===== config.mk =====
export PLATFORM = sky130hd
export DESIGN_NAME = bidir_bus_ctrl
export DESIGN_NICKNAME = d
export VERILOG_FILES = /design/src/rtl/bidir_bus_ctrl.sv
export SDC_FILE = /design/constraint.sdc
export NUM_CORES = 1
export LEC_CHECK = 0
export ABC_AREA = 1
export CORE_MARGIN = 2
export CORE_UTILIZATION = 51
export CTS_CLUSTER_SIZE = 25
export DETAILED_ROUTE_END_ITERATION = 7
export MAX_ROUTING_LAYER = met4
export PLACE_DENSITY = 0.78
export SETUP_SLACK_MARGIN = 0.3
export SLEW_MARGIN = 5
export SYNTH_ARGS = -nofsm -noshare
export SYNTH_HDL_FRONTEND = slang
export SYNTH_SLANG_ARGS = --single-unit

===== constraint.sdc =====
create_clock -name clk -period 2 [get_ports clk]
set_clock_uncertainty 0.1 [all_clocks]
set_input_delay 0.4 -clock clk [delete_from_list [all_inputs] [get_ports clk]]
set_output_delay 0.4 -clock clk [all_outputs]
set_load 0.01 [all_outputs]

===== src/rtl/bidir_bus_ctrl.sv =====
// Direction control for a half-duplex bidirectional buffer shared by sides A and B.
// Round-robin arbitration, turnaround dead cycles and burst limiting; BIDIR_TURN_STATS_EN adds turn_cnt/starve.
module bidir_bus_ctrl #(
  parameter int TURN_CYCLES = 1,
  parameter int MAX_BURST   = 8
) (
  input  logic       clk,
  input  logic       rst,
  input  logic       req_a,
  input  logic       req_b,
  input  logic       last_a,
  input  logic       last_b,
  output logic       gnt_a,
  output logic       gnt_b,
  output logic       dir,
  output logic       bus_en,
  output logic       busy,
  output logic [7:0] beat_cnt
`ifdef BIDIR_TURN_STATS_EN
  ,
  output logic [15:0] turn_cnt,
  output logic        starve
`endif
);

  typedef enum logic [1:0] {IDLE, TURN, OWN_A, OWN_B} state_t;

  localparam logic [7:0] MAX_B  = 8'(MAX_BURST);
  localparam logic [3:0] TURN_C = 4'(TURN_CYCLES);

  state_t     state_reg, state_next;
  logic       dir_reg, dir_next;
  logic       last_owner_reg, last_owner_next;  // 0 = A, 1 = B
  logic       pend_reg, pend_next;              // pending winner across TURN
  logic [3:0] turn_reg, turn_next;
  logic [7:0] beat_reg, beat_next;
  logic       gnt_a_reg, gnt_b_reg, bus_en_reg, busy_reg;

  logic       win, own_side, own_req, own_last, other_req, rel;
  logic [7:0] beat_inc;

  always_comb begin
    own_side  = (state_reg == OWN_B);
    own_req   = own_side ? req_b  : req_a;
    own_last  = own_side ? last_b : last_a;
    other_req = own_side ? req_a  : req_b;
    beat_inc  = (beat_reg >= MAX_B) ? MAX_B : beat_reg + 8'd1;
  end

  always_comb begin
    state_next      = state_reg;
    dir_next        = dir_reg;
    last_owner_next = last_owner_reg;
    pend_next       = pend_reg;
    turn_next       = turn_reg;
    beat_next       = beat_reg;
    win             = 1'b0;
    rel             = 1'b0;
    case (state_reg)
      IDLE: begin
        if (req_a || req_b) begin
          win = (req_a && req_b) ? ~last_owner_reg : req_b;
          if (win == dir_reg) begin
            state_next = win ? OWN_B : OWN_A;
          end else begin
            state_next = TURN;
            dir_next   = win;
            pend_next  = win;
            turn_next  = TURN_C;
          end
        end
      end
      TURN: begin
        if (turn_reg <= 4'd1) begin
          if (pend_reg ? req_b : req_a)
            state_next = pend_reg ? OWN_B : OWN_A;
          else
            state_next = IDLE;
        end else begin
          turn_next = turn_reg - 4'd1;
        end
      end
      OWN_A, OWN_B: begin
        if (!own_req) begin
          rel = 1'b1;
        end else begin
          beat_next = beat_inc;
          // last and a burst-limit preemption in the same beat collapse to one release
          if (own_last || (beat_inc == MAX_B && other_req))
            rel = 1'b1;
        end
        if (rel) begin
          last_owner_next = own_side;
          beat_next       = 8'd0;
          if (other_req) begin
            state_next = TURN;
            dir_next   = ~own_side;
            pend_next  = ~own_side;
            turn_next  = TURN_C;
          end else begin
            state_next = IDLE;
          end
        end
      end
      default: state_next = IDLE;
    endcase
  end

  always_ff @(posedge clk) begin
    if (rst) begin
      state_reg      <= IDLE;
      dir_reg        <= 1'b0;
      last_owner_reg <= 1'b1;
      pend_reg       <= 1'b0;
      turn_reg       <= 4'd0;
      beat_reg       <= 8'd0;
      gnt_a_reg      <= 1'b0;
      gnt_b_reg      <= 1'b0;
      bus_en_reg     <= 1'b0;
      busy_reg       <= 1'b0;
    end else begin
      state_reg      <= state_next;
      dir_reg        <= dir_next;
      last_owner_reg <= last_owner_next;
      pend_reg       <= pend_next;
      turn_reg       <= turn_next;
      beat_reg       <= beat_next;
      gnt_a_reg      <= (state_next == OWN_A);
      gnt_b_reg      <= (state_next == OWN_B);
      bus_en_reg     <= (state_next == OWN_A) || (state_next == OWN_B);
      busy_reg       <= (state_next != IDLE);
    end
  end

  assign gnt_a    = gnt_a_reg;
  assign gnt_b    = gnt_b_reg;
  assign dir      = dir_reg;
  assign bus_en   = bus_en_reg;
  assign busy     = busy_reg;
  assign beat_cnt = beat_reg;

`ifdef BIDIR_TURN_STATS_EN
  localparam logic [10:0] STARVE_LIM = 11'(2 * MAX_BURST + TURN_CYCLES + 2);

  logic [15:0] turn_cnt_reg;
  logic        starve_reg;
  logic [1:0]  over;

  // Per-side wait counters: cycles spent requesting without owning the bus.
  for (genvar gi = 0; gi < 2; gi++) begin : g_wait
    logic [10:0] wait_reg;
    logic        side_req, side_own;
    assign side_req = (gi == 0) ? req_a : req_b;
    assign side_own = (state_reg == ((gi == 0) ? OWN_A : OWN_B));
    always_ff @(posedge clk) begin
      if (rst || !side_req || side_own)
        wait_reg <= 11'd0;
      else if (wait_reg != 11'h7FF)
        wait_reg <= wait_reg + 11'd1;
    end
    assign over[gi] = (wait_reg > STARVE_LIM);
  end

  always_ff @(posedge clk) begin
    if (rst) begin
      turn_cnt_reg <= 16'd0;
      starve_reg   <= 1'b0;
    end else begin
      if (state_next == TURN && state_reg != TURN && turn_cnt_reg != 16'hFFFF)
        turn_cnt_reg <= turn_cnt_reg + 16'd1;
      if (|over)
        starve_reg <= 1'b1;
    end
  end

  assign turn_cnt = turn_cnt_reg;
  assign starve   = starve_reg;
`endif

endmodule


Word level (Yosys, flattened, before mapping)
Index checks and enable logic that the tools add are counted. Widths: inputs -> output; s select.

Register bits: 20. Input bits: 6. Output and inout bits: 13. Word-level logic and storage cells: 72.

Add/sub/neg operators: 2. Order comparisons: 2. Equal/unequal tests: 12. Muxes and demuxes: 31. Bitwise logic cells: 2. Reduce and logical (&&, ||, !) cells: 14.

Operators by type and width (number): $mux 8 (3); $mux 4 (5); $mux 1 (15); $pmux 4 s3 (1); $mux 2 (5); $ne 2x2->1 const B (5); $reduce_and 5->1 (2); $add 8x1->8 const B (1); $eq 2x2->1 const B (4); $eq 8x4->1 const B (1); $ge 8x4->1 const B (1); $pmux 2 s3 (1); $reduce_bool 2->1 (3); $le 4x1->1 const B (1); $reduce_and 2->1 (2); $sub 4x1->4 const B (1); $logic_or 1x1->1 (3); $eq 2x1->1 const B (1); $logic_and 1x1->1 (2); $logic_not 2->1 (1); $not 1->1 (2); $pmux 1 s2 (1); $reduce_or 2->1 (1); $eq 1x1->1 (1).

Logic depth before layout (Yosys ltp)
Word-level depth: 12. Mapped depth: 13.

Least setup slack after synthesis
No wires, ideal clock.

Path type: register -> register. Start: register beat_reg[0], in the netlist beat_cnt[0]. End: register busy_reg, in the netlist busy. Arrival time: 1.395 ns. Path slack: 0.391 ns. Stages on the path, launching flop included: 11. Path buffers: 0. Clock period less this slack: 1.609 ns. Cell sequence: dfxtp_1 inv_1 ha_1 o21ai_2 nand2_2 nand2_2 nand3_1 nand2_1 nand2_2 nand2_2 nand2_1.

Longest elaborated chain between the ends: 11. Elaborated cells between the ends (all ways): 12.

RTL lines: start, declared (line 36) `logic [7:0] beat_reg, beat_next;`; start signal, assigned (line 127) `beat_reg <= beat_next;`; $add 8x1->8 or $ge 8x4->1 (tied branches) (line 47) `beat_inc = (beat_reg >= MAX_B) ? MAX_B : beat_reg + 8'd1;`; $mux 8 * (line 47); $eq 8x4->1 * (line 89) `if (own_last || (beat_inc == MAX_B && other_req))`; $logic_and 1x1->1 * (line 89); $logic_or 1x1->1 * (line 89); $mux 1 * (line 89); $mux 1 * (line 84) `if (!own_req) begin`; $mux 1 * (line 59) `case (state_reg)`; $mux 2 * (line 92) `if (rel) begin`; $pmux 2 s3 * (line 59); $reduce_bool 2->1 * (line 131) `busy_reg <= (state_next != IDLE);`; end signal, assigned (line 131); end, declared (line 37) `logic gnt_a_reg, gnt_b_reg, bus_en_reg, busy_reg;`.

Mark *: on every way between the ends. The rest lies on a longest branch, timed or not. The select of a mux whose other input is x is not followed. A chain may end at the register's enable or synchronous reset.

Worst setup path after layout
Start: register gnt_b_reg, in the netlist gnt_b. End: output port gnt_b.

RTL lines: start, declared (line 37); start signal, assigned (line 129) `gnt_b_reg <= (state_next == OWN_B);`; end, declared (line 14) `output logic gnt_b,`.

No word-level cell between the ends.

==> results by stage <==
Power:
- The leakage power figure is between 0.6 and 0.7 nW.
- The worst-case vdd ir drop is between 0.8 and 0.9 mV.
- The sum of internal, switching and leakage power is between 1.5 and 2 mW.
- In this run the power density over the cells is between 1000 and 1500 nW/um^2.

Timing:
- Headroom to the max-slew limit came out at 80.5%.
- The count of final setup violators is 0.
- At the pin with the least slew margin, the transition time is ~0.29 ns.
- The final period utilization is slightly above 80%.
- The worst slack on hold paths is about 0.36 ns.
- The clock period minus worst slack is ~1.7 ns.
- The final setup slack of the worst path is 0.347 ns.
- Adding up every negative setup slack in the final design gives 0 ns.
- Setup repair after global routing could not meet its margin everywhere.
- The count of endpoints failing hold in the final timing report is 0.
- Derived from the worst setup path, the maximum achievable clock frequency is between 600 and 700 MHz.
- The final max-slew violation count is 0.

Drt:
- The number of DRC markers in iteration 0 is 10.
- After detailed routing, the average wire length per cell comes to roughly 11 microns.
- The count of nets left with antenna violations once routing finished came out at 0.
- Summed over all layers, the routed wires come to 2.14 mm.
- In the routed layout, each cell is associated on average with a via count of around 4.9.
- The routed layout has 950 vias.
- In the routed design, unresolved DRC markers number 0.
- The number of iterations in the first detailed-routing pass is 4.

Finish:
- The final standard cell count with taps included and fillers excluded is slightly below 200.
- The number of nets at the end of the flow is 180.
- Fill cells in the final layout number 162.
- Of the cells placed in the final design, the portion with a size suffix greater than 1 is around 33%.
- The number of antenna diodes in the final layout is 0.
- The layout-stage area growth over the synthesis result is 31.9%.
- The flip-flop count of the largest register after layout is 8.
- Measured on the finished design, the core utilization comes to between 70 and 80%.
- After routing the design area is approximately 1400 sq um.
- The library cell used most frequently in the layout, excluding fill and tap cells, is sky130_fd_sc_hd__nand2_1.
- The top cell types in the final layout, fill and taps aside, are sky130_fd_sc_hd__nand2_1 (24), sky130_fd_sc_hd__nor2_1 (18), sky130_fd_sc_hd__inv_1 (13).

Worst setup path:
- The combined buffer and inverter count along the critical path is 1.
- Traced cell by cell, the critical path runs through clkdlybuf4s50_1.
- The number of logic stages on the critical path including buffering is 1.
- The most critical setup path has its startpoint at gnt_b$_SDFF_PP0_.
- The delay contributed by the slowest stage of the critical path is between 0.5 and 0.6 ns.
- The end of the worst register-to-register path is turn_reg[3]$_SDFFE_PP0P_.
- The worst setup path is captured at an output pin.
- The data required time at the worst endpoint is 1.50 ns.
- The endpoint arrival time on the critical path is around 1.2 ns.
- The start-to-end type of the worst setup path is reg -> out.
- The timing endpoint of the critical path is gnt_b.
- The worst setup slack for register-to-register paths is approximately 0.40 ns.
- Measured in cells, the most critical reg-to-reg path has a length of 8.
- The worst setup path is launched from a flip-flop.
- In this run the critical register-to-register path is launched from beat_cnt[0]$_SDFFE_PP0P_.
- The critical-path cell with the highest stage delay is sky130_fd_sc_hd__clkdlybuf4s50_1.
- The kind of cell with the highest combined delay along the critical path is buffers and inverters.
- The critical-path maximum fanout is 1.

Logic synthesis:
- The synthesized net count is approximately 150.
- The synthesized design contains 19 register bits.
- The count of mapped cells out of synthesis is approximately 140.
- The largest total area in the synthesized netlist belongs to sky130_fd_sc_hd__dfxtp_1.
- Averaged over all synthesized cells, the footprint is around 7.4 sq um.
- The share of Yosys cell area claimed by the top area cell type is between 30% and 40%.
- After synthesis, the cell types taking the most area are sky130_fd_sc_hd__dfxtp_1 (36%), sky130_fd_sc_hd__nand2_1 (10%), sky130_fd_sc_hd__nor2_1 (6.4%).
- For this run, the number of Yosys warnings is 0.
- The share of the Yosys chip area taken by registers is between 30% and 40%.
- The synthesized netlist occupies a cell area of approximately 1000 sq um.
- In this run, distinct cell masters in the synthesized netlist total 29.

Clocking:
- The number of buffers created by CTS is 3.
- The H-tree level count is 1.
- The clock net in this run drives a total of 19 sinks.
- Counting along the longest clock path gives a buffer depth of 2.
- After clock tree synthesis, the flow added hold-fix buffers numbering 0.
- The clock tree root driver cell is sky130_fd_sc_hd__clkbuf_4.
- The clock latency of the later-clocked register in the worst-skew pair is approximately 0.3 ns.
- Clock-pin slew was measured on the worst setup and hold paths at roughly 0.11 ns.
- TritonCTS built the clock tree.

Floorplanning:
- The die covers 2440 sq um.
- The y dimension of the die is just under 50 microns.
- 19 I/O pins were placed.
- After floorplanning, the core was sized to cover just under 2000 sq um.
- The row count is 16.
- From left edge to right edge, the die measures roughly 49 microns.
- Once the floorplan was initialized, standard cells occupied roughly 54% of the core.

Worst hold path:
- The classification of the worst-slack hold path is reg -> reg.

Place:
- The count of buffers added on input and output ports is 18.
- After legalization and detailed placement, the total HPWL measured about 1.6 mm.
- Timing analysis after detailed placement gives a worst setup slack of -0.183 ns.
- The post-detailed-placement cell area is 1290 sq um.
- The count of placed standard cells including taps is 189.
- At the end of routability-driven placement, the weighted congestion stood at ~0.9.

Global routing:
- The number of global-route vias before repair is a little over 900.
- The largest net degree at the start of global routing is 12.
- The global-route total usage across every layer is 19.7%.
- The global-route wire length before repair is 3.71 mm.
- The global route total overflow is 0.
- The initial antenna violation count was 0.

Status:
- The run finished with clean final reports.

Flow run:
- The max-cap check violation count is 0.
==> layer usage <==
metal / track usage [%] / vias to the layer above / share of wire, %
met5: - / - / 0
met4: 6.94 / 0 / 1.6
met3: 2.76 / 5 / 3.2
met2: 34.9 / 14 / 51
met1: 22.6 / 431 / 44
li1: - / 500 / -
==> logic make-up after synthesis <==
family                   after synthesis  synth area share, %
AND/OR/NAND/NOR                       75                 35.8
adder cells (fa/ha/maj)                5                 5.96
XOR/XNOR                               3                 2.50
buffers and inverters                 23                 9.18
flip-flops                            19                 36.2
AO/OA/AOI/OAI                         16                 10.4
==> worst min-delay path by stage <==
stage	slack, ns	depth (start not counted)	startpoint	endpoint
2_1_floorplan	0.35	2	last_owner_reg$_SDFFE_PP1P_	last_owner_reg$_SDFFE_PP1P_
3_3_place_gp	0.34	2	beat_cnt[4]$_SDFFE_PP0P_	beat_cnt[4]$_SDFFE_PP0P_
3_5_place_dp	0.35	2	beat_cnt[5]$_SDFFE_PP0P_	beat_cnt[5]$_SDFFE_PP0P_
4_1_cts	0.36	2	beat_cnt[7]$_SDFFE_PP0P_	beat_cnt[7]$_SDFFE_PP0P_
5_1_grt	0.39	2	beat_cnt[7]$_SDFFE_PP0P_	beat_cnt[7]$_SDFFE_PP0P_
6_report	0.36	2	beat_cnt[7]$_SDFFE_PP0P_	beat_cnt[7]$_SDFFE_PP0P_
==> what timing repair did <==
action	in CTS	in global routing
resized for setup	22	13
setup buffers	1	1
endpoints found under the setup margin	18	12
pin swaps	8	8
==> synthesized netlist by cell type <==
cell type,number
sky130_fd_sc_hd__ha_1,5
sky130_fd_sc_hd__dfxtp_1,19
sky130_fd_sc_hd__nor2_2,5
sky130_fd_sc_hd__o31ai_4,1
sky130_fd_sc_hd__xor2_1,1
sky130_fd_sc_hd__nor4_1,1
sky130_fd_sc_hd__nor3_1,2
sky130_fd_sc_hd__nand2_1,29
sky130_fd_sc_hd__o211ai_1,1
sky130_fd_sc_hd__inv_1,13
sky130_fd_sc_hd__nand2_4,1
sky130_fd_sc_hd__nand3b_1,1
sky130_fd_sc_hd__xnor2_1,2
sky130_fd_sc_hd__o21ai_2,2
sky130_fd_sc_hd__nor2_1,18
sky130_fd_sc_hd__nand3_1,6
sky130_fd_sc_hd__o21ai_0,2
sky130_fd_sc_hd__clkbuf_1,1
sky130_fd_sc_hd__clkinv_1,1
sky130_fd_sc_hd__o21ai_1,2
sky130_fd_sc_hd__nand4_1,3
sky130_fd_sc_hd__a21oi_1,7
sky130_fd_sc_hd__or3b_4,1
sky130_fd_sc_hd__buf_6,1
sky130_fd_sc_hd__inv_4,1
sky130_fd_sc_hd__inv_2,6
sky130_fd_sc_hd__o31ai_1,1
sky130_fd_sc_hd__nand3_4,2
sky130_fd_sc_hd__nand2_2,6
==> power by group <==
part / internal (mW) / switching, mW
registers: 0.472 / 0.0694
logic: 0.363 / 0.513
clock network: 0.0747 / 0.125
==> worst reg2reg max path, stage by stage (launching register included) <==
cell and delay, ns:
sky130_fd_sc_hd__dfxtp_2 0.36, sky130_fd_sc_hd__ha_2 0.20, sky130_fd_sc_hd__xor2_2 0.19, sky130_fd_sc_hd__o21ai_2 0.14, sky130_fd_sc_hd__nand2_2 0.10, sky130_fd_sc_hd__nand3_4 0.10
sky130_fd_sc_hd__buf_4 0.13, sky130_fd_sc_hd__nand4_1 0.07, sky130_fd_sc_hd__a21oi_1 0.15
==> area by class of cell <==
cell class | count | area (sq um) | area share [%]
inverters | 21 | 81.3 | 5.87
clock inverters | 1 | 5.00 | 0.361
well taps | 27 | 33.8 | 2.44
flip-flops and latches | 19 | 390 | 28.2
multi-input cells | 99 | 633 | 45.7
clock buffers | 3 | 22.5 | 1.63
repair buffers | 25 | 219 | 15.8
Power figures use the tool's default switching activity.
